===== src/rtl/maxnet_iter_ctrl.sv =====
// MaxNet iteration controller: issues one PU weight row per cycle, gathers the activated
// results into next_vec, then commits and checks for a single surviving positive neuron.
module maxnet_iter_ctrl #(
    parameter int unsigned N        = 4,
    parameter int unsigned DW       = 32,
    parameter int unsigned LATENCY  = 2,
    parameter int unsigned MAX_ITER = 255
) (
    input  logic            clk,
    input  logic            rst,
    input  logic            start,
    input  logic [N*DW-1:0] init_vec,
    input  logic [DW-1:0]   pu_out,
    output logic [N*DW-1:0] a_vec,
    output logic [1:0]      sel,
    output logic            busy,
    output logic            done,
    output logic [1:0]      winner,
    output logic            no_winner,
    output logic            timeout,
    output logic [7:0]      iter_count
);

    localparam int unsigned CW = (LATENCY > 1) ? $clog2(LATENCY) : 1;
    localparam int unsigned PW = $clog2(N + 1);

    typedef enum logic [2:0] {StIdle, StIssue, StWait, StCheck, StDone} state_e;

    state_e                     state_q, state_d;
    logic [N-1:0][DW-1:0]       a_vec_q, a_vec_d;
    logic [N-1:0][DW-1:0]       next_vec_q, next_vec_d;
    logic [1:0]                 sel_q, sel_d;
    logic [CW-1:0]              cnt_q, cnt_d;
    logic [7:0]                 iter_q, iter_d;
    logic [1:0]                 winner_q, winner_d;
    logic                       no_winner_q, no_winner_d;
    logic                       timeout_q, timeout_d;
    logic                       busy_q, busy_d;
    logic                       done_q, done_d;
    logic [LATENCY-1:0]         pv_q, pv_d;
    logic [LATENCY-1:0][1:0]    pidx_q, pidx_d;
    logic                       push;
    logic [PW-1:0]              pos_cnt;
    logic [1:0]                 first_pos;

    // +0 and -0 are both non-positive
    function automatic logic is_pos(input logic [DW-1:0] w);
        return !w[DW-1] && (|w[DW-2:0]);
    endfunction

    always_comb begin
        state_d     = state_q;
        a_vec_d     = a_vec_q;
        next_vec_d  = next_vec_q;
        sel_d       = sel_q;
        cnt_d       = cnt_q;
        iter_d      = iter_q;
        winner_d    = winner_q;
        no_winner_d = no_winner_q;
        timeout_d   = timeout_q;
        push        = 1'b0;
        pos_cnt     = '0;
        first_pos   = '0;

        // Descending scan leaves the lowest positive index in first_pos
        for (int k = N - 1; k >= 0; k--) begin
            if (is_pos(next_vec_q[k])) begin
                pos_cnt   = pos_cnt + 1'b1;
                first_pos = 2'(k);
            end
        end

        unique case (state_q)
            StIdle, StDone: begin
                if (start) begin
                    a_vec_d     = init_vec;
                    iter_d      = '0;
                    timeout_d   = 1'b0;
                    no_winner_d = 1'b0;
                    winner_d    = '0;
                    sel_d       = '0;
                    state_d     = StIssue;
                end
            end
            StIssue: begin
                push = 1'b1;
                if (sel_q == 2'(N - 1)) begin
                    state_d = StWait;
                    cnt_d   = '0;
                end else begin
                    sel_d = sel_q + 2'd1;
                end
            end
            StWait: begin
                if (cnt_q == CW'(LATENCY - 1)) begin
                    state_d = StCheck;
                end else begin
                    cnt_d = cnt_q + 1'b1;
                end
            end
            StCheck: begin
                a_vec_d = next_vec_q;
                iter_d  = iter_q + 8'd1;
                if (pos_cnt <= PW'(1)) begin
                    state_d     = StDone;
                    winner_d    = first_pos;
                    no_winner_d = (pos_cnt == '0);
                end else if (({1'b0, iter_q} + 9'd1) == 9'(MAX_ITER)) begin
                    state_d   = StDone;
                    timeout_d = 1'b1;
                    winner_d  = first_pos;
                end else begin
                    state_d = StIssue;
                    sel_d   = '0;
                end
            end
            default: state_d = StIdle;
        endcase

        // Capture pipeline tracks which neuron each in-flight PU result belongs to
        pv_d      = '0;
        pidx_d    = '0;
        pv_d[0]   = push;
        pidx_d[0] = sel_q;
        for (int unsigned i = 1; i < LATENCY; i++) begin
            pv_d[i]   = pv_q[i-1];
            pidx_d[i] = pidx_q[i-1];
        end
        if (pv_q[LATENCY-1]) begin
            next_vec_d[pidx_q[LATENCY-1]] = pu_out;
        end

        busy_d = (state_d == StIssue) || (state_d == StWait) || (state_d == StCheck);
        done_d = (state_d == StDone);
    end

    always_ff @(posedge clk) begin
        if (rst) begin
            state_q     <= StIdle;
            a_vec_q     <= '0;
            next_vec_q  <= '0;
            sel_q       <= '0;
            cnt_q       <= '0;
            iter_q      <= '0;
            winner_q    <= '0;
            no_winner_q <= 1'b0;
            timeout_q   <= 1'b0;
            busy_q      <= 1'b0;
            done_q      <= 1'b0;
            pv_q        <= '0;
            pidx_q      <= '0;
        end else begin
            state_q     <= state_d;
            a_vec_q     <= a_vec_d;
            next_vec_q  <= next_vec_d;
            sel_q       <= sel_d;
            cnt_q       <= cnt_d;
            iter_q      <= iter_d;
            winner_q    <= winner_d;
            no_winner_q <= no_winner_d;
            timeout_q   <= timeout_d;
            busy_q      <= busy_d;
            done_q      <= done_d;
            pv_q        <= pv_d;
            pidx_q      <= pidx_d;
        end
    end

    assign a_vec      = a_vec_q;
    assign sel        = sel_q;
    assign busy       = busy_q;
    assign done       = done_q;
    assign winner     = winner_q;
    assign no_winner  = no_winner_q;
    assign timeout    = timeout_q;
    assign iter_count = iter_q;

endmodule


===== config.mk =====
export PLATFORM = sky130hd
export DESIGN_NAME = maxnet_iter_ctrl
export DESIGN_NICKNAME = d
export VERILOG_FILES = /design/src/rtl/maxnet_iter_ctrl.sv
export SDC_FILE = /design/constraint.sdc
export NUM_CORES = 1
export LEC_CHECK = 0
export ABC_CLOCK_PERIOD_IN_PS = 5000
export BUFFER_PORTS_ARGS = -buffer_cell sky130_fd_sc_hd__clkbuf_2
export CORE_MARGIN = 10
export CORE_UTILIZATION = 25
export DETAILED_ROUTE_END_ITERATION = 12
export SYNTH_ARGS = -nofsm -noshare
export SYNTH_HDL_FRONTEND = slang
export SYNTH_SLANG_ARGS = --single-unit

===== constraint.sdc =====
create_clock -name clk -period 5 [get_ports clk]
set_clock_uncertainty 0.05 [all_clocks]
set_input_delay 0 -clock clk [delete_from_list [all_inputs] [get_ports clk]]
set_output_delay 0 -clock clk [all_outputs]
set_load 0.02 [all_outputs]

==> run_results.csv, run 1 <==
group,metric,value,unit
run_status,status,"finished, final reports clean",
power,powerDensity,363.0,nW/µm²
power,power_frac_clock,0.463,
clock_tree,cts_sinks,282,
floorplan,fp.dieW,228.5,µm
worst_setup_path,rrSetupSlack,1310,ps
cells_and_area,final_util,0.3635,
worst_hold_path,hold_path.class,"input pin to flop",
yosys,syn-cell-area,10870,µm²
drt,wl_per_cell,20.81,µm
floorplan,start_util,0.2523,
clock_tree,clk_path_buf_depth,3,
worst_setup_path,cp.arrival,4100,ps
global_routing,grt_use_met3,0.03549,
floorplan,core_area,43080,µm²
power,comb_power_share,0.118,
global_routing,grt_usage,0.1809,
worst_setup_path,worstPathCellList,"nor4_1, nand4_1, nor2_1, or2_2, inv_1, ha_1, nand2_1, o31ai_1, or2_2, ha_1, nor2_1, o21ai_0, o32ai_2, a21oi_2, or4_1, a21oi_1",
yosys,ys_seq_area_frac,0.5195,
yosys,yosys_warnings,0,
cells_and_area,layout_commonest_cell,"nand2_1",
power,p_leak,6.128,nW
yosys,synthSimpleGateAreaFrac,0.1924,
drt,firstDrtPassIters,5,
sta,setup_viol,0,
clock_tree,htree_levels,2,
clock_tree,cts_made_buffers,34,
cells_and_area,layout-drive-gt1-share,0.2192,
yosys,synthMuxAreaShare,0,
cells_and_area,most-common-layout-cells,"nand2_1 (397), clkbuf_2 (305), dfxtp_1 (282)",
clock_tree,cts_hold_buf,161,
yosys,yosys.cell_types.count,47,
worst_hold_path,holdPathStages,2,
sta,hold_viol_final,0,
global_routing,grt_pass1_vias,11360,
worst_setup_path,end_kind,"flop",
power,p_switching,0.001473,W
cells_and_area,area_growth,44.06,%
worst_setup_path,worstRegToRegCells,16,
sta,rsz0062_at_grt,"false",
power,p_sw_frac,0.2592,
yosys,synth_top_flop_cell,"dfxtp_1",
sta,fmax,271.3,MHz
power,power_frac_seq,0.418,
drt,drc,0,
sta,period_needed,3686,ps
drt,num_vias,11480,
yosys,synth_nets,1509,
worst_setup_path,slowest_delay,490,ps
yosys,synth-seq-cells,282,
power,irDropWorstVdd,262.2,µV
yosys,synth-xor-area-share,0.003224,
floorplan,rows,76,
worst_setup_path,worstPathMaxFanout,6,
yosys,syn_avg_cell_area,8.123,µm²
worst_setup_path,startpoint_type,"flop",
worst_setup_path,path_depth,16,
yosys,synth_compound_area_frac,0.2364,
global_routing,grt_max_degree,180,
yosys,postSynthCellCount,1338,
drt,viasPerCell,4.872,
yosys,synth_top_family_by_area,"compound AO/OA/AOI/OAI gates",
clock_tree,clk_pin_slew,60,ps
clock_tree,clkLatencyLatePin,540,ps
floorplan,design.die.area,52210,µm²
sta,relSlewSlack,0.2225,
sta,worst_pin_slew,1166,ps
yosys,yosys.area.top_type_share,0.5195,
sta,setup-tns-final,0,ps
yosys,synthAdderAreaFrac,0.009210,
global_routing,antenna_found_initial,3,
drt,drt-total-wl,49050,µm
yosys,synthTopCellsByArea,"dfxtp_1 (52%), nand2_1 (14%), a21oi_1 (13%)",
placement,dpl.hpwl,33170,µm
global_routing,grtUsageMet1,0.2299,
flow_run,cap_violations,0,
sta,final_max_slew_viol_count,0,
floorplan,die_y,228.5,µm
worst_setup_path,critPathKind,"flop to flop",
worst_setup_path,cp_slowest_cell,"or4_1",
placement,port_buffers,306,
global_routing,grt_overflow,0,
clock_tree,cts_resized,0,
cells_and_area,fin_nets,1915,
placement,gp_congestion,0.8296,
power,intPower,0.004210,W
global_routing,grt_pass1_wl,72480,µm
drt,antenna_left,0,
drt,dr.first_iter.drc_count,974,
clock_tree,post_cts_buffers,0,
worst_setup_path,required,5410,ps
sta,fin_crit_sh,0.7371,
floorplan,ios,307,
yosys,synth_edf_count,0,
global_routing,busiest_layer,"met2",
clock_tree,cts_root_buffer,"clkbuf_16",
worst_setup_path,crit_family,"simple AND/OR/NAND/NOR gates",
yosys,synth_area_leader_cell,"dfxtp_1",
global_routing,met2_usage,0.3072,
yosys,postSynth.asyncResetShare,0,
worst_setup_path,crit_buf_inv,1,
clock_tree,cts_tree,"yes",
-- state kept, by name, indices dropped and copies added (netlist names) --
register,count
winner,2
timeout,1
cnt_q,1
iter_count,8
sel,2
pidx_d,2
a_vec,128
state_q,3
no_winner,1
next_vec_q,128
pv_q,2
done,1
busy,1
pidx_q,2
-- cells in the mapped netlist, types with 2 or more instances --
library cell and count:
a21oi_1 272, nand4_1 9, clkbuf_1 96, dfxtp_1 282, o21ai_0 7, nor2b_1 8
buf_4 2, a22oi_1 130, nor3_1 9, a311oi_1 3, and3_1 4, xnor2_1 3
and4_1 2, buf_1 9, o211ai_1 4, nor2_1 24, or3_1 2, nand3b_1 2
and2_1 2, or2_2 4, nor4_1 28, ha_1 8, a211oi_1 2, inv_1 5
nor3b_1 2, nand3_1 2, nand2_1 397
-- power groups by stage --
stage                     Clock, W  Sequential, W  Combinational (W)
after floorplan                  0        0.00250           0.000217
after global placement           0        0.00242           0.000573
after detailed placement         0        0.00243           0.000573
after CTS                  0.00270        0.00238           0.000676
after global routing       0.00278        0.00238           0.000726
final                      0.00263        0.00238           0.000672
-- metrics by stage --
stage	std cells	cell area, µm²	hold WS (ps)	setup slack, ps	power [W]
floorplan	1338	10870	85.97	1969	0.002714
global placement	2132	12840	222.2	1409	0.002997
detailed placement	2132	12840	231.1	1322	0.002998
CTS	2355	15650	20.03	1268	0.005752
global route	2357	15660	66.65	1004	0.005896
finish	2357	15660	10.26	1314	0.005683
-- worst paths after layout --
check                         startpoint                          to
max          next_vec_q[71]$_SDFFE_PP0P_      winner[0]$_SDFFE_PP0P_
min                                  rst  iter_count[5]$_SDFFE_PP0P_
max reg2reg  next_vec_q[71]$_SDFFE_PP0P_      winner[0]$_SDFFE_PP0P_
min reg2reg           pv_q[0]$_SDFF_PP0_          pv_q[1]$_SDFF_PP0_
-- cell type report --
class | instances | area [µm²]
Inverter | 5 | 18.77
Clock inverter | 10 | 137.6
Fill cell | 4383 | 27420
Timing Repair Buffer | 477 | 3241
Sequential cell | 282 | 5645
Multi-Input combinational cell | 944 | 4815
Clock buffer | 52 | 1062
Antenna cell | 2 | 5.005
Tap cell | 585 | 732.0
-- cells by family (layout without fill, tap and decap cells) --
group                      count (synthesis)  in the layout
and+or+nand+nor                          501            501
AOI/OAI and AO/OA                        431            431
DFF                                      282            282
buffers and inverters                    112            544
adders and majority gates                  8              8
xor gates and xnor gates                   4              4
other                                      0              2
-- metal layers --
layer,share of wire,wire length [µm]
met3,0.062,3025
met2,0.49,24070
met5,0,0
met4,0.017,853
met1,0.43,21100
No activity file was read; power rests on OpenSTA's default activity.
==> inputs of run 2 (changes only) <==
--- a/config.mk
+++ b/config.mk
@@ -5,7 +5,7 @@
 export SDC_FILE = /design/constraint.sdc
 export NUM_CORES = 1
 export LEC_CHECK = 0
-export ABC_CLOCK_PERIOD_IN_PS = 5000
+export ABC_CLOCK_PERIOD_IN_PS = 3900
 export BUFFER_PORTS_ARGS = -buffer_cell sky130_fd_sc_hd__clkbuf_2
 export CORE_MARGIN = 10
 export CORE_UTILIZATION = 25
==> constraint.sdc (replaced) <==
create_clock -name clk -period 3.9 [get_ports clk]
set_clock_uncertainty 0.05 [all_clocks]
set_input_delay 0 -clock clk [delete_from_list [all_inputs] [get_ports clk]]
set_output_delay 0 -clock clk [all_outputs]
set_load 0.02 [all_outputs]
==> run_results.csv, run 2 (same netlist as run 1, synthesis figures left out) <==
group,metric,value,unit
sta,final_max_slew_viol_count,0,
clock_tree,clk_pin_slew,60,ps
power,irDropWorstVdd,254.7,µV
clock_tree,clkLatencyLatePin,530,ps
sta,period_needed,3632,ps
sta,hold_viol_final,0,
worst_setup_path,required,4300,ps
sta,setup_viol,0,
floorplan,ios,307,
floorplan,core_area,43080,µm²
floorplan,rows,76,
clock_tree,cts_sinks,282,
cells_and_area,most-common-layout-cells,"nand2_1 (397), clkbuf_2 (305), dfxtp_1 (282)",
cells_and_area,num-fill-cells,4391,
flow_run,cap_violations,0,
floorplan,design.die.area,52210,µm²
sta,postLayoutSetupSlackWorst,268.4,ps
sta,worst_pin_slew,1227,ps
clock_tree,cts_made_buffers,34,
cells_and_area,seq_area,5645,µm²
cells_and_area,multi_input_area,4836,µm²
placement,dpl.cell_count,2134,
global_routing,grt_overflow,0,
drt,num_vias,11510,
sta,rsz0062_at_grt,"false",
placement,gp_congestion,0.8278,
drt,drt-total-wl,48920,µm
sta,relSlewSlack,0.1799,
run_status,status,"finished, final reports clean",
worst_setup_path,startpoint_type,"flop",
global_routing,grt_pass1_wl,71860,µm
global_routing,grt_pass1_vias,11410,
drt,firstDrtPassIters,5,
worst_hold_path,hold_path.class,"input pin to flop",
clock_tree,clk_path_buf_depth,3,
cells_and_area,layout-drive-gt1-share,0.2193,
drt,viasPerCell,4.858,
power,powerDensity,455.3,nW/µm²
placement,dp_slack,182.4,ps
worst_setup_path,critPathKind,"flop to flop",
worst_setup_path,cp_slowest_cell,"or4_1",
worst_setup_path,cp.arrival,4030,ps
clock_tree,cts_root_buffer,"clkbuf_16",
cells_and_area,final_util,0.3669,
drt,dr.first_iter.drc_count,919,
drt,antenna_left,0,
cells_and_area,layout_commonest_cell,"nand2_1",
worst_setup_path,worstPathCellList,"nor4_2, nand4_1, nor2_2, or2_2, inv_1, ha_1, nand2_1, o31ai_1, or2_2, ha_1, nor2_1, o21ai_0, o32ai_2, a21oi_2, or4_1, a21oi_1",
sta,fmax,275.4,MHz
clock_tree,cts_tree,"yes",
placement,port_buffers,306,
power,p_leak,6.207,nW
sta,setup-tns-final,0,ps
drt,drc,0,
cells_and_area,fin_nets,1929,
worst_setup_path,worstRegToRegCells,16,
global_routing,grt_max_degree,149,
sta,fin_crit_sh,0.9312,
worst_setup_path,end_kind,"flop",
worst_setup_path,slowest_delay,500,ps
worst_hold_path,holdPathStages,4,
clock_tree,htree_levels,2,
worst_setup_path,worstPathMaxFanout,6,
drt,wl_per_cell,20.65,µm
placement,dpl.hpwl,33200,µm
floorplan,die_y,228.5,µm
floorplan,fp.dieW,228.5,µm
cells_and_area,layoutNonFillerInstCount,2369,
cells_and_area,area_growth,45.42,%
global_routing,antenna_found_initial,1,
floorplan,start_util,0.2523,
global_routing,grt_usage,0.1787,
[run 2: path summary, 6_finish.rpt]
check | slack (ps) | start | to
hold reg to reg | 390 | pidx_d[2]$_SDFF_PP0_ | pidx_q[2]$_SDFF_PP0_
setup reg to reg | 270 | next_vec_q[72]$_SDFFE_PP0P_ | winner[0]$_SDFFE_PP0P_
setup / recovery | 270 | next_vec_q[72]$_SDFFE_PP0P_ | winner[0]$_SDFFE_PP0P_
hold / removal | 250 | init_vec[63] | a_vec[63]$_SDFFE_PP0P_
[run 2: routing by layer]
metal / vias up / global-route usage / wire [µm]
li1: 5502 / - / -
met1: 5491 / 0.2242 / 21140
met2: 451 / 0.3021 / 23710
met3: 65 / 0.03872 / 3012
met4: 0 / 0.05020 / 1061
met5: - / 0 / 0
[run 2: area by class of cell]
| class | count | share of cell area |
|---|---|---|
| tap | 585 | 0.04631 |
| antenna | 1 | 0.0001583 |
| sequential | 282 | 0.3572 |
| multi-input combinational | 944 | 0.3060 |
| inverter | 5 | 0.001188 |
| clock inverter | 6 | 0.005384 |
| clock buffer | 55 | 0.06856 |
| timing repair buffer | 491 | 0.2152 |
[run 2: metrics by stage]
stage               area [µm²]  hold WS [ps]  total power, W
global placement         12880         224.2        0.003842
detailed placement       12880         234.1        0.003847
global route             15800         253.1        0.007482
floorplan                10870         85.97        0.003480
finish                   15800         247.8        0.007195
CTS                      15780         212.9        0.007300
[run 2: power breakdown]
part | switching, W | leakage (nW) | internal, W
Combinational | 0.000534 | 3.35 | 0.000342
Sequential | 0.0000646 | 2.29 | 0.00298
Clock | 0.00124 | 0.568 | 0.00203
[run 2: worst max-delay path, delay by kind of cell (launching register included)]
kind                     cells  cell delay [ps]
buffers and inverters        1               40
AND/OR/NAND/NOR              8             1900
adder cells (fa/ha/maj)      2              480
flip-flops                   1              330
AO/OA/AOI/OAI                5              760
[run 2: what timing repair did]
item	4_1_cts	5_1_grt
setup endpoints to repair	0	4
setup buffers	0	0
hold buffers	173	0
hold endpoints to repair	270	0
gates resized for setup	0	4
==> inputs of run 3 (changes only) <==
--- a/config.mk
+++ b/config.mk
@@ -7,6 +7,7 @@
 export LEC_CHECK = 0
 export ABC_CLOCK_PERIOD_IN_PS = 3900
 export BUFFER_PORTS_ARGS = -buffer_cell sky130_fd_sc_hd__clkbuf_2
+export CORE_ASPECT_RATIO = 1.2
 export CORE_MARGIN = 10
 export CORE_UTILIZATION = 25
 export DETAILED_ROUTE_END_ITERATION = 12
==> run_results.csv, run 3 (same netlist as run 1, synthesis figures left out) <==
group,metric,value,unit
clock_tree,post_cts_buffers,0,
clock_tree,cts_tree,"yes",
floorplan,ios,307,
sta,whs,182.6,ps
drt,drc,0,
drt,num_vias,11480,
drt,wl_per_cell,20.45,µm
global_routing,grt_pass1_wl,70990,µm
drt,drt-total-wl,48270,µm
worst_hold_path,hold_start,"init_vec[55]",
cells_and_area,most-common-layout-cells,"nand2_1 (397), clkbuf_2 (305), dfxtp_1 (282)",
sta,setup_viol,0,
floorplan,start_util,0.2534,
clock_tree,clk_path_buf_depth,3,
placement,gp_congestion,0.8259,
worst_hold_path,hold_path.class,"input pin to flop",
power,powerDensity,431.8,nW/µm²
cells_and_area,area_growth,45.92,%
global_routing,grt_overflow,0,
worst_setup_path,slowest_delay,500,ps
clock_tree,clkLatencyLatePin,580,ps
cells_and_area,num-fill-cells,4332,
cells_and_area,layout-drive-gt1-share,0.2110,
global_routing,grt_pass1_vias,11430,
floorplan,design.die.area,52250,µm²
worst_setup_path,critical_path.startpoint,"next_vec_q[75]$_SDFFE_PP0P_",
floorplan,rows,83,
sta,worst_pin_slew,1225,ps
sta,period_needed,3576,ps
sta,hold_viol_final,0,
placement,dpl.hpwl,33320,µm
cells_and_area,multi_input_area,4815,µm²
worst_setup_path,cp.arrival,4030,ps
sta,fin_crit_sh,0.9168,
drt,viasPerCell,4.864,
global_routing,antenna_found_initial,4,
worst_setup_path,cp_slowest_cell,"or4_1",
sta,final_max_slew_viol_count,0,
sta,postLayoutSetupSlackWorst,324.4,ps
clock_tree,clk_pin_slew,60,ps
sta,fmax,279.7,MHz
sta,relSlewSlack,0.1826,
floorplan,fp.dieW,210.3,µm
floorplan,core_area,42890,µm²
floorplan,die_y,248.4,µm
worst_setup_path,critPathKind,"flop to flop",
clock_tree,htree_levels,1,
cells_and_area,layout_commonest_cell,"nand2_1",
clock_tree,cts_made_buffers,31,
worst_setup_path,startpoint_type,"flop",
worst_setup_path,worstPathCellList,"nor4_1, nand4_1, nor2_1, or2_2, inv_1, ha_1, nand2_1, o31ai_1, or2_2, ha_1, nor2_1, o21ai_0, o32ai_2, a21oi_2, or4_1, a21oi_1",
sta,setup-tns-final,0,ps
worst_setup_path,required,4350,ps
drt,antenna_left,0,
placement,dp_slack,345.4,ps
sta,rsz0062_at_grt,"false",
clock_tree,cts_root_buffer,"clkbuf_16",
clock_tree,cts_hold_buf,203,
clock_tree,cts_sinks,282,
drt,dr.first_iter.drc_count,729,
placement,port_buffers,306,
cells_and_area,fin_nets,1957,
clock_tree,cts_resized,0,
global_routing,grt_usage,0.1756,
power,irDropWorstVdd,298.1,µV
worst_setup_path,rrSetupSlack,320,ps
worst_setup_path,worstPathMaxFanout,6,
worst_setup_path,r2r_start,"next_vec_q[75]$_SDFFE_PP0P_",
worst_setup_path,end_kind,"flop",
drt,firstDrtPassIters,5,
flow_run,cap_violations,0,
cells_and_area,seq_area,5645,µm²
power,p_leak,6.312,nW
global_routing,grt_max_degree,141,
run_status,status,"finished, final reports clean",
run 3: cell types whose count changed in the layout (fill, tap and decap cells not counted), sizes merged:
cell | before | now
diode | 1 | 2
inv | 5 | 7
buf | 13 | 14
clkinv | 2 | 6
bufinv | 2 | 3
clkinvlp | 2 | 0
clkbuf | 360 | 347
dlygate4sd3 | 173 | 203
run 3: layout make-up:
type | count | area share
Clock inverter | 11 | 0.008915
Sequential cell | 282 | 0.3560
Antenna cell | 2 | 0.0003156
Inverter | 5 | 0.001183
Clock buffer | 42 | 0.05341
Tap cell | 552 | 0.04355
Multi-Input combinational cell | 944 | 0.3036
Timing Repair Buffer | 522 | 0.2331
run 3: per-stage QoR:
| step | total power [W] | cell area (µm²) | instances | util |
|---|---|---|---|---|
| after floorplan | 0.003480 | 10870 | 1338 | - |
| after global placement | 0.003838 | 12830 | 2102 | 0.2992 |
| after detailed placement | 0.003838 | 12830 | 2102 | 0.2992 |
| after CTS | 0.006928 | 15850 | 2358 | 0.3696 |
| after global routing | 0.007109 | 15860 | 2360 | 0.3698 |
| final | 0.006848 | 15860 | 2360 | 0.3698 |
run 3: path summary, 6_finish.rpt:
check | to | cells after the start
setup / recovery | winner[0]$_SDFFE_PP0P_ | 16
hold / removal | a_vec[55]$_SDFFE_PP0P_ | 4
hold reg to reg | pidx_q[3]$_SDFF_PP0_ | 1
setup reg to reg | winner[0]$_SDFFE_PP0P_ | 16
run 3: routing by layer:
| layer | part of all wire | global-route usage | wire length [µm] | vias to the layer above |
|---|---|---|---|---|
| li1 | - | - | - | 5559 |
| met1 | 0.41 | 0.2117 | 19980 | 5429 |
| met2 | 0.47 | 0.2909 | 22900 | 400 |
| met3 | 0.074 | 0.04501 | 3581 | 88 |
| met4 | 0.037 | 0.07147 | 1789 | 4 |
| met5 | 0.00056 | 0 | 27 | - |
run 3: worst max-delay path, delay by kind of cell, from the launching register on:
kind / cells / cell delay, ps
AO/OA/AOI/OAI: 5 / 740
adder cells (fa/ha/maj): 2 / 480
buffers and inverters: 1 / 50
AND/OR/NAND/NOR: 8 / 1860
flip-flops: 1 / 330
run 3: report_power, final:
group | total, W | switching [W] | internal, W
clock | 0.00290 | 0.00120 | 0.00171
combinational | 0.000896 | 0.000534 | 0.000362
sequential | 0.00305 | 0.0000634 | 0.00298
